`src/rtl/branch_predict_unit.sv`:
```
// Branch predictor: a direct-mapped BTB with 2-bit counters on the fetch side, and jump resolution on the execute side.
// The resolution result, flush and redirect are registered. Define BRU_STATS_EN to add saturating branch/mispredict counters.
module branch_predict_unit #(
  parameter int PC_W   = 32,
  parameter int DATA_W = 16,
  parameter int IDX_W  = 4,
  parameter int TAG_W  = 8
) (
  input  logic              clk,
  input  logic              rst,
`ifdef BRU_STATS_EN
  output logic [15:0]       stat_branches,
  output logic [15:0]       stat_mispredicts,
`endif
  input  logic [PC_W-1:0]   f_pc,
  output logic              f_pred_taken,
  output logic [PC_W-1:0]   f_pred_target,
  input  logic              ex_branch,
  input  logic              ex_kill,
  input  logic [1:0]        ex_jtype,
  input  logic [2:0]        ex_ccr,
  input  logic [DATA_W-1:0] ex_rdst,
  input  logic [PC_W-1:0]   ex_pc,
  input  logic              ex_pred_taken,
  input  logic [PC_W-1:0]   ex_pred_target,
  output logic              taken,
  output logic              flush,
  output logic [PC_W-1:0]   redirect_pc
);

  localparam int ENTRIES = 1 << IDX_W;

  function automatic logic [1:0] ctr_step(input logic [1:0] c, input logic up);
    if (up) return (c == 2'b11) ? 2'b11 : c + 2'd1;
    return (c == 2'b00) ? 2'b00 : c - 2'd1;
  endfunction

  function automatic logic [15:0] sat_inc16(input logic [15:0] v);
    return (v == 16'hFFFF) ? v : v + 16'd1;
  endfunction

  function automatic logic [PC_W-1:0] zext(input logic [DATA_W-1:0] v);
    return {{(PC_W-DATA_W){1'b0}}, v};
  endfunction

  logic              r_valid  [ENTRIES];
  logic [1:0]        r_ctr    [ENTRIES];
  logic [TAG_W-1:0]  r_tag    [ENTRIES];
  logic [DATA_W-1:0] r_target [ENTRIES];

  logic              r_taken_p1;
  logic              r_flush_p1;
  logic [PC_W-1:0]   r_redirect_pc_p1;

  logic [IDX_W-1:0]  w_f_idx;
  logic [TAG_W-1:0]  w_f_tag;
  logic              w_f_hit;
  logic [IDX_W-1:0]  w_ex_idx;
  logic [TAG_W-1:0]  w_ex_tag;
  logic              w_ex_hit;
  logic              w_res;
  logic              w_cond;
  logic              w_act;
  logic              w_mis;
  logic [PC_W-1:0]   w_tgt;
  logic [PC_W-1:0]   w_fall_pc;
  logic [PC_W-1:0]   w_redirect;
  logic              w_unused_pc_bits;

  assign w_unused_pc_bits = ^{f_pc[PC_W-1:IDX_W+TAG_W], ex_pc[PC_W-1:IDX_W+TAG_W]};

  // Fetch lookup: combinational read, so a same-cycle update is seen one cycle later.
  assign w_f_idx       = f_pc[IDX_W-1:0];
  assign w_f_tag       = f_pc[IDX_W+TAG_W-1:IDX_W];
  assign w_f_hit       = r_valid[w_f_idx] & (r_tag[w_f_idx] == w_f_tag);
  assign f_pred_taken  = w_f_hit & r_ctr[w_f_idx][1];
  assign f_pred_target = f_pred_taken ? zext(r_target[w_f_idx]) : '0;

  always_comb begin
    w_cond = 1'b0;
    case (ex_jtype)
      2'd0: w_cond = 1'b1;
      2'd1: w_cond = ex_ccr[0];
      2'd2: w_cond = ex_ccr[1];
      2'd3: w_cond = ex_ccr[2];
      default: w_cond = 1'b0;
    endcase
  end

  assign w_res      = ex_branch & ~ex_kill;
  assign w_act      = w_res & w_cond;
  assign w_tgt      = zext(ex_rdst);
  assign w_mis      = w_res & ((ex_pred_taken != w_act) | (w_act & (ex_pred_target != w_tgt)));
  assign w_fall_pc  = ex_pc + {{(PC_W-1){1'b0}}, 1'b1};
  assign w_redirect = !w_res ? '0 : (w_act ? w_tgt : w_fall_pc);

  assign w_ex_idx = ex_pc[IDX_W-1:0];
  assign w_ex_tag = ex_pc[IDX_W+TAG_W-1:IDX_W];
  assign w_ex_hit = r_valid[w_ex_idx] & (r_tag[w_ex_idx] == w_ex_tag);

  // Table update. An invalid entry counts as a miss, so a taken branch always allocates weakly taken.
  always_ff @(posedge clk) begin
    if (rst) begin
      for (int i = 0; i < ENTRIES; i++) begin
        r_valid[i]  <= 1'b0;
        r_ctr[i]    <= 2'b01;
        r_tag[i]    <= '0;
        r_target[i] <= '0;
      end
    end else if (w_res) begin
      if (w_act) begin
        r_valid[w_ex_idx]  <= 1'b1;
        r_tag[w_ex_idx]    <= w_ex_tag;
        r_target[w_ex_idx] <= ex_rdst;
        r_ctr[w_ex_idx]    <= w_ex_hit ? ctr_step(r_ctr[w_ex_idx], 1'b1) : 2'b10;
      end else if (w_ex_hit) begin
        r_ctr[w_ex_idx]    <= ctr_step(r_ctr[w_ex_idx], 1'b0);
      end
    end
  end

  // Stage p1: registered resolution outputs
  always_ff @(posedge clk) begin
    if (rst) begin
      r_taken_p1       <= 1'b0;
      r_flush_p1       <= 1'b0;
      r_redirect_pc_p1 <= '0;
    end else begin
      r_taken_p1       <= w_act;
      r_flush_p1       <= w_mis;
      r_redirect_pc_p1 <= w_redirect;
    end
  end

  assign taken       = r_taken_p1;
  assign flush       = r_flush_p1;
  assign redirect_pc = r_redirect_pc_p1;

`ifdef BRU_STATS_EN
  logic [15:0] r_stat_br;
  logic [15:0] r_stat_mis;

  always_ff @(posedge clk) begin
    if (rst) begin
      r_stat_br  <= '0;
      r_stat_mis <= '0;
    end else begin
      if (w_res) r_stat_br  <= sat_inc16(r_stat_br);
      if (w_mis) r_stat_mis <= sat_inc16(r_stat_mis);
    end
  end

  assign stat_branches    = r_stat_br;
  assign stat_mispredicts = r_stat_mis;
`endif

endmodule

```
`config.mk`:
```
export PLATFORM = sky130hd
export DESIGN_NAME = branch_predict_unit
export DESIGN_NICKNAME = d
export VERILOG_FILES = /design/src/rtl/branch_predict_unit.sv
export SDC_FILE = /design/constraint.sdc
export NUM_CORES = 1
export LEC_CHECK = 0
export CAP_MARGIN = 10
export CORE_MARGIN = 1
export CORE_UTILIZATION = 53
export DETAILED_ROUTE_END_ITERATION = 16
export PLACE_DENSITY = 0.77
export SYNTH_ARGS = -nofsm -noshare
export SYNTH_HDL_FRONTEND = slang
export SYNTH_SLANG_ARGS = --single-unit
```
`constraint.sdc`:
```
create_clock -name clk -period 4.3 [get_ports clk]
set_clock_uncertainty 0.1 [all_clocks]
set_input_delay 0.86 -clock clk [delete_from_list [all_inputs] [get_ports clk]]
set_output_delay 0.86 -clock clk [all_outputs]
set_load 0.05 [all_outputs]
```
== Word level (Yosys, flattened, before mapping) ==
Memories as Yosys holds them, arrays and structs flattened.
Index checks and enable logic that the tools add are counted.
Word-level totals
  bits in registers: 34
  bits in latches: 0
  bits in writable memories: 432
  memory bits (read-only): 0
  output and inout bits: 67
  memories kept: 4
Cells by class
  $add $sub $neg: 3
  multiply operators: 0
  divide/modulo/power cells: 0
  order comparisons: 0
  equality and inequality tests: 8
  shift operators: 0
  multiplexer cells: 37
  bitwise operators: 11
  reduce and logical (&&, ||, !) cells: 8
Memories
  r_target: depth 16, bits a word 16, read ports 1, clocked after Yosys merged registers in 0, write ports 16, line 49  | logic [DATA_W-1:0] r_target [ENTRIES];
  r_tag: depth 16, bits a word 8, read ports 2, clocked after Yosys merged registers in 0, write ports 16, line 48  | logic [TAG_W-1:0] r_tag [ENTRIES];
  r_ctr: depth 16, bits a word 2, read ports 2, clocked after Yosys merged registers in 0, write ports 16, line 47  | logic [1:0] r_ctr [ENTRIES];
  r_valid: depth 16, bits a word 1, read ports 2, clocked after Yosys merged registers in 0, write ports 16, line 46  | logic r_valid [ENTRIES];
Operator list (count)
  16-bit two-way mux: 3
  32-bit by 1-bit adder with 32-bit output, second input constant: 1
  32-bit by 16-bit != test with 1-bit output: 1
  1-bit two-way mux: 19
  2-bit two-way mux: 9
  8-bit == test: 2
  4-bit two-way mux: 4
  16-bit OR reduction: 1
  8-bit two-way mux: 1
  8-bit OR reduction: 1
  1-bit AND: 7
  2-bit == test, second input constant: 3
  2-bit logical NOT: 2
  1-bit one-hot mux with 4 select lines: 1
  2-bit OR reduction: 2
  3-bit OR reduction: 1
  2-bit by 1-bit adder with 2-bit output, second input constant: 1
  2-bit by 1-bit == test with 1-bit output, second input constant: 1
  1-bit NOT: 2
  1-bit bitwise OR: 2
  2-bit by 1-bit subtractor with 2-bit output, second input constant: 1
  1-bit != test: 1
  1-bit OR reduction: 1

== Longest topological paths before layout ==
  word-level depth: 13
  mapped depth: 11

== Least setup slack after synthesis ==
Ideal clock, no wire load.
  path type: input-to-output
  start point: input f_pc[1]
  end point: output f_pred_target[10]
  arrival time: 3800 ps
  data required time: 3340 ps
  slack: -460 ps
  stages on the path: 9
  path buffers: 3
  cell sequence: clkbuf_1 buf_2 mux4_2 mux4_2 xor2_1 a2111oi_0 nand3_1 clkbuf_1 nor2b_1
On the way
  word-level cells in the longest chain between the ends: 5
  elaborated cells on any way between the ends: 8
Ends and longest elaborated chain
  start: declaration: line 15  | input logic [PC_W-1:0] f_pc,
  memory read 16 x 8 bit
  8-bit == test: line 75  | assign w_f_hit = r_valid[w_f_idx] & (r_tag[w_f_idx] == w_f_tag);
  1-bit AND: line 75
  1-bit AND: line 76  | assign f_pred_taken = w_f_hit & r_ctr[w_f_idx][1];
  16-bit two-way mux (*): line 77  | assign f_pred_target = f_pred_taken ? zext(r_target[w_f_idx]) : '0;
  end: declaration: line 17  | output logic [PC_W-1:0] f_pred_target,
Every way passes the cells marked *; elsewhere a longest branch is shown, timed or not.

==> out/qor.txt <==
Leakage = 10.1 nW
Global-route wire length before repair = 100 mm
Hold WC Path Type = flip-flop to flip-flop
# setup viols final = 17
Status = finished, violations left
Die area = 44800 um^2
Synth async-reset ratio = 0
Cell Chain, Critical Path = mux4_2 -> mux4_2 -> xor2_2 -> a2111oi_4 -> buf_4 -> nand3_4 -> buf_12 -> buf_12 -> nor2b_4 -> buf_12
# rows = 76
Crit path kind = flip-flop to output port
Failing checks = setup timing
Max-Cap Viols = 0
Core ar. = 43200 um^2
Post-synth EDFFs = 416
Post-synthesis sequential area ratio = 0.580
WP data arrival = 3.51 ns
Crit-path max FO = 7
Launch point of the worst path = r_tag[15][6]
Worst ir drop on vdd = 0.000310 V
Syn_area_per_cell = 14.2 um^2
Root buffer cell = clkbuf_16
Synth top area cells = edfxtp_1 54%, mux4_2 16%, and2_1 9.4%, dfxtp_1 4.3%, mux2i_1 1.9%
Die span in x = 212 um
Commonest non-fill, non-tap cells in the layout = 416 x edfxtp_1, 349 x and2_1, 161 x mux4_2
RSZ-0062 raised after global routing = yes
Via count = 15500
Tcrit/Tclk final = 1.04
Initial antenna violation count = 4
Die H = 212 um
DRT iter0 DRCs = 2185
Avg WL per Cell = 28.2 um
Largest net degree at the start of global routing = 65
Dpl cells = 2353
Share of cells above drive strength 1 = 0.250
Max-slew violations = 0
Initial core utilization = 0.539
Reg-to-reg endpoint = r_ctr[0][1]
Vias per cell = 6.33
Worst Setup End Kind = output port
IO Port Bufs = 152
Placer Congestion = 0.905
Power per cell area = 381 nW/um^2
Worst slew pin tran = 0.964 ns
DPL Wire Length = 42.5 mm
Hold Startpoint = r_valid[6]
Peak Freq = 0.224 GHz
Top-area cell type share of the netlist area = 0.537
TritonCTS Buffers = 48
Warnings from Yosys = 0
Hold slack = 0.381 ns
Synthesis-to-layout area growth = 21.8%
Synth area leader = edfxtp_1
Crit Reg-Reg Startpoint = r_tag[7][5]
Total GRT Usage = 0.315
Yosys reg bits = 466
Hold buffer count at CTS = 0
Rel. slew slack = 0.357
Diodes inserted = 0
Worst hold path depth = 1
Commonest non-fill, non-tap cell in the layout = edfxtp_1
Clk Latency, worst-skew pair = 0.59 ns
CP Launch Type = flip-flop
IO Count = 189
Cell repeated most along the worst path = buf_12
Nets = 1951
Final Hold Vio Count = 0
Critical path's slowest cell = mux4_2
Most common flop cell mapped by yosys = edfxtp_1
Final min period = 4.47 ns
Grt ovf = 0
PnR Total Power = 10.8 mW
Netlist Area Pre-Place = 23300 um^2
Crit path largest cell delay = 0.52 ns
Worst path required time = 3.34 ns
Clock tree sinks = 466
Routed Antenna Nets = 0
Reg2Reg Depth = 9
Pre-CTS setup slack = -0.517 ns
DR pass1 iterations = 6
Min-Delay Endpoint = r_valid[6]
Final Worst Setup Slack = -0.167 ns
TritonCTS clock tree = done
Syn Inst Count = 1636
DRC viols = 0
Netlist cell types = 58
Flop2flop setup slack = 0.92 ns
CTS Buffer Depth = 3
Post-Route WL = 69.1 mm
Non-filler instance count after layout = 2447
Vias in the first global route = 15500
Register clock-pin slew on the reported worst setup and hold paths = 0.06 ns
H-tree depth = 2
metrics by stage:
stage | utilization | instance area (um^2) | TNS (ns)
3_3_place_gp | 0.613 | 26500 | -8.37
4_1_cts | 0.656 | 28300 | -2.18
2_1_floorplan | - | 23400 | -1.39
6_report | 0.657 | 28400 | -1.43
5_1_grt | 0.657 | 28400 | -2.48
3_5_place_dp | 0.613 | 26500 | -8.41
metal layers:
metal	track usage	routed length, um	vias up
met2	0.510	33300	1129
met1	0.419	24700	7730
met5	0	11	-
li1	-	-	6450
met4	0.125	2410	2
met3	0.0678	8610	169
registers in the layout, summed over array words and instances, names as in the netlist:
register,cells
redirect_pc,32
taken,1
r_tag,128
flush,1
r_valid,16
r_ctr,32
r_target,256
final cells by class:
type	instances	area, um^2
clock inverters	25	288
inverters	13	52.6
flip-flops and latches	466	13500
well taps	585	732
multi-input cells	1021	9470
clock buffers	62	1330
repair buffers	275	2990
fillers	2994	14800
worst max path at each step:
stage | slack, ns | cells past startpoint | endpoint
2_1_floorplan | -0.18 | 7 | f_pred_target[0]
3_3_place_gp | -0.52 | 11 | f_pred_target[13]
3_5_place_dp | -0.52 | 11 | f_pred_target[12]
4_1_cts | -0.18 | 12 | f_pred_taken
5_1_grt | -0.22 | 14 | f_pred_target[12]
6_report | -0.17 | 10 | f_pred_target[12]
worst max-delay path: cells and delay by family, from the launching register on:
kind,cells,cell delay [ns]
xor gates and xnor gates,1,0.18
buffers and inverters,4,0.67
DFF,1,0.41
AOI/OAI and AO/OA,1,0.39
and+or+nand+nor,2,0.23
muxes,2,1.01
power by group:
part | switching (mW) | leakage [nW] | internal [mW]
clock | 1.78 | 0.808 | 2.55
sequential | 0.0878 | 4.37 | 5.15
combinational | 0.677 | 4.88 | 0.548
total | 2.54 | 10.1 | 8.24
synth_stat cells, drive strengths merged, types with 7 or more instances:
cell type	count
and2	350
edfxtp	416
inv	13
dfxtp	50
mux4	161
nand4	12
mux2i	44
nor4	8
a21boi	16
nor3	44
buf	57
nor2	62
xor2	24
clkbuf	94
a21oi	24
nor2b	22
xnor2	29
nand2	46
nand3	20
or3	7
a21o	16
and3	28
o21ai	47
kinds of logic after synthesis:
kind of cell | count (synthesis) | share of synthesized area
xor gates and xnor gates | 53 | 0.0203
other | 1 | 0.000161
DFF | 466 | 0.580
muxes | 210 | 0.177
adders and majority gates | 5 | 0.00258
AOI/OAI and AO/OA | 125 | 0.0339
and+or+nand+nor | 612 | 0.154
buffers and inverters | 164 | 0.0320
timing repair:
| action | 4_1_cts | 5_1_grt |
|---|---|---|
| pin swaps | 4 | 4 |
| cloned | 2 | 0 |
| gates resized for setup | 38 | 6 |
| endpoints found under the setup margin | 17 | 17 |
| setup buffers | 4 | 2 |
(Power assumes the default switching activity.)
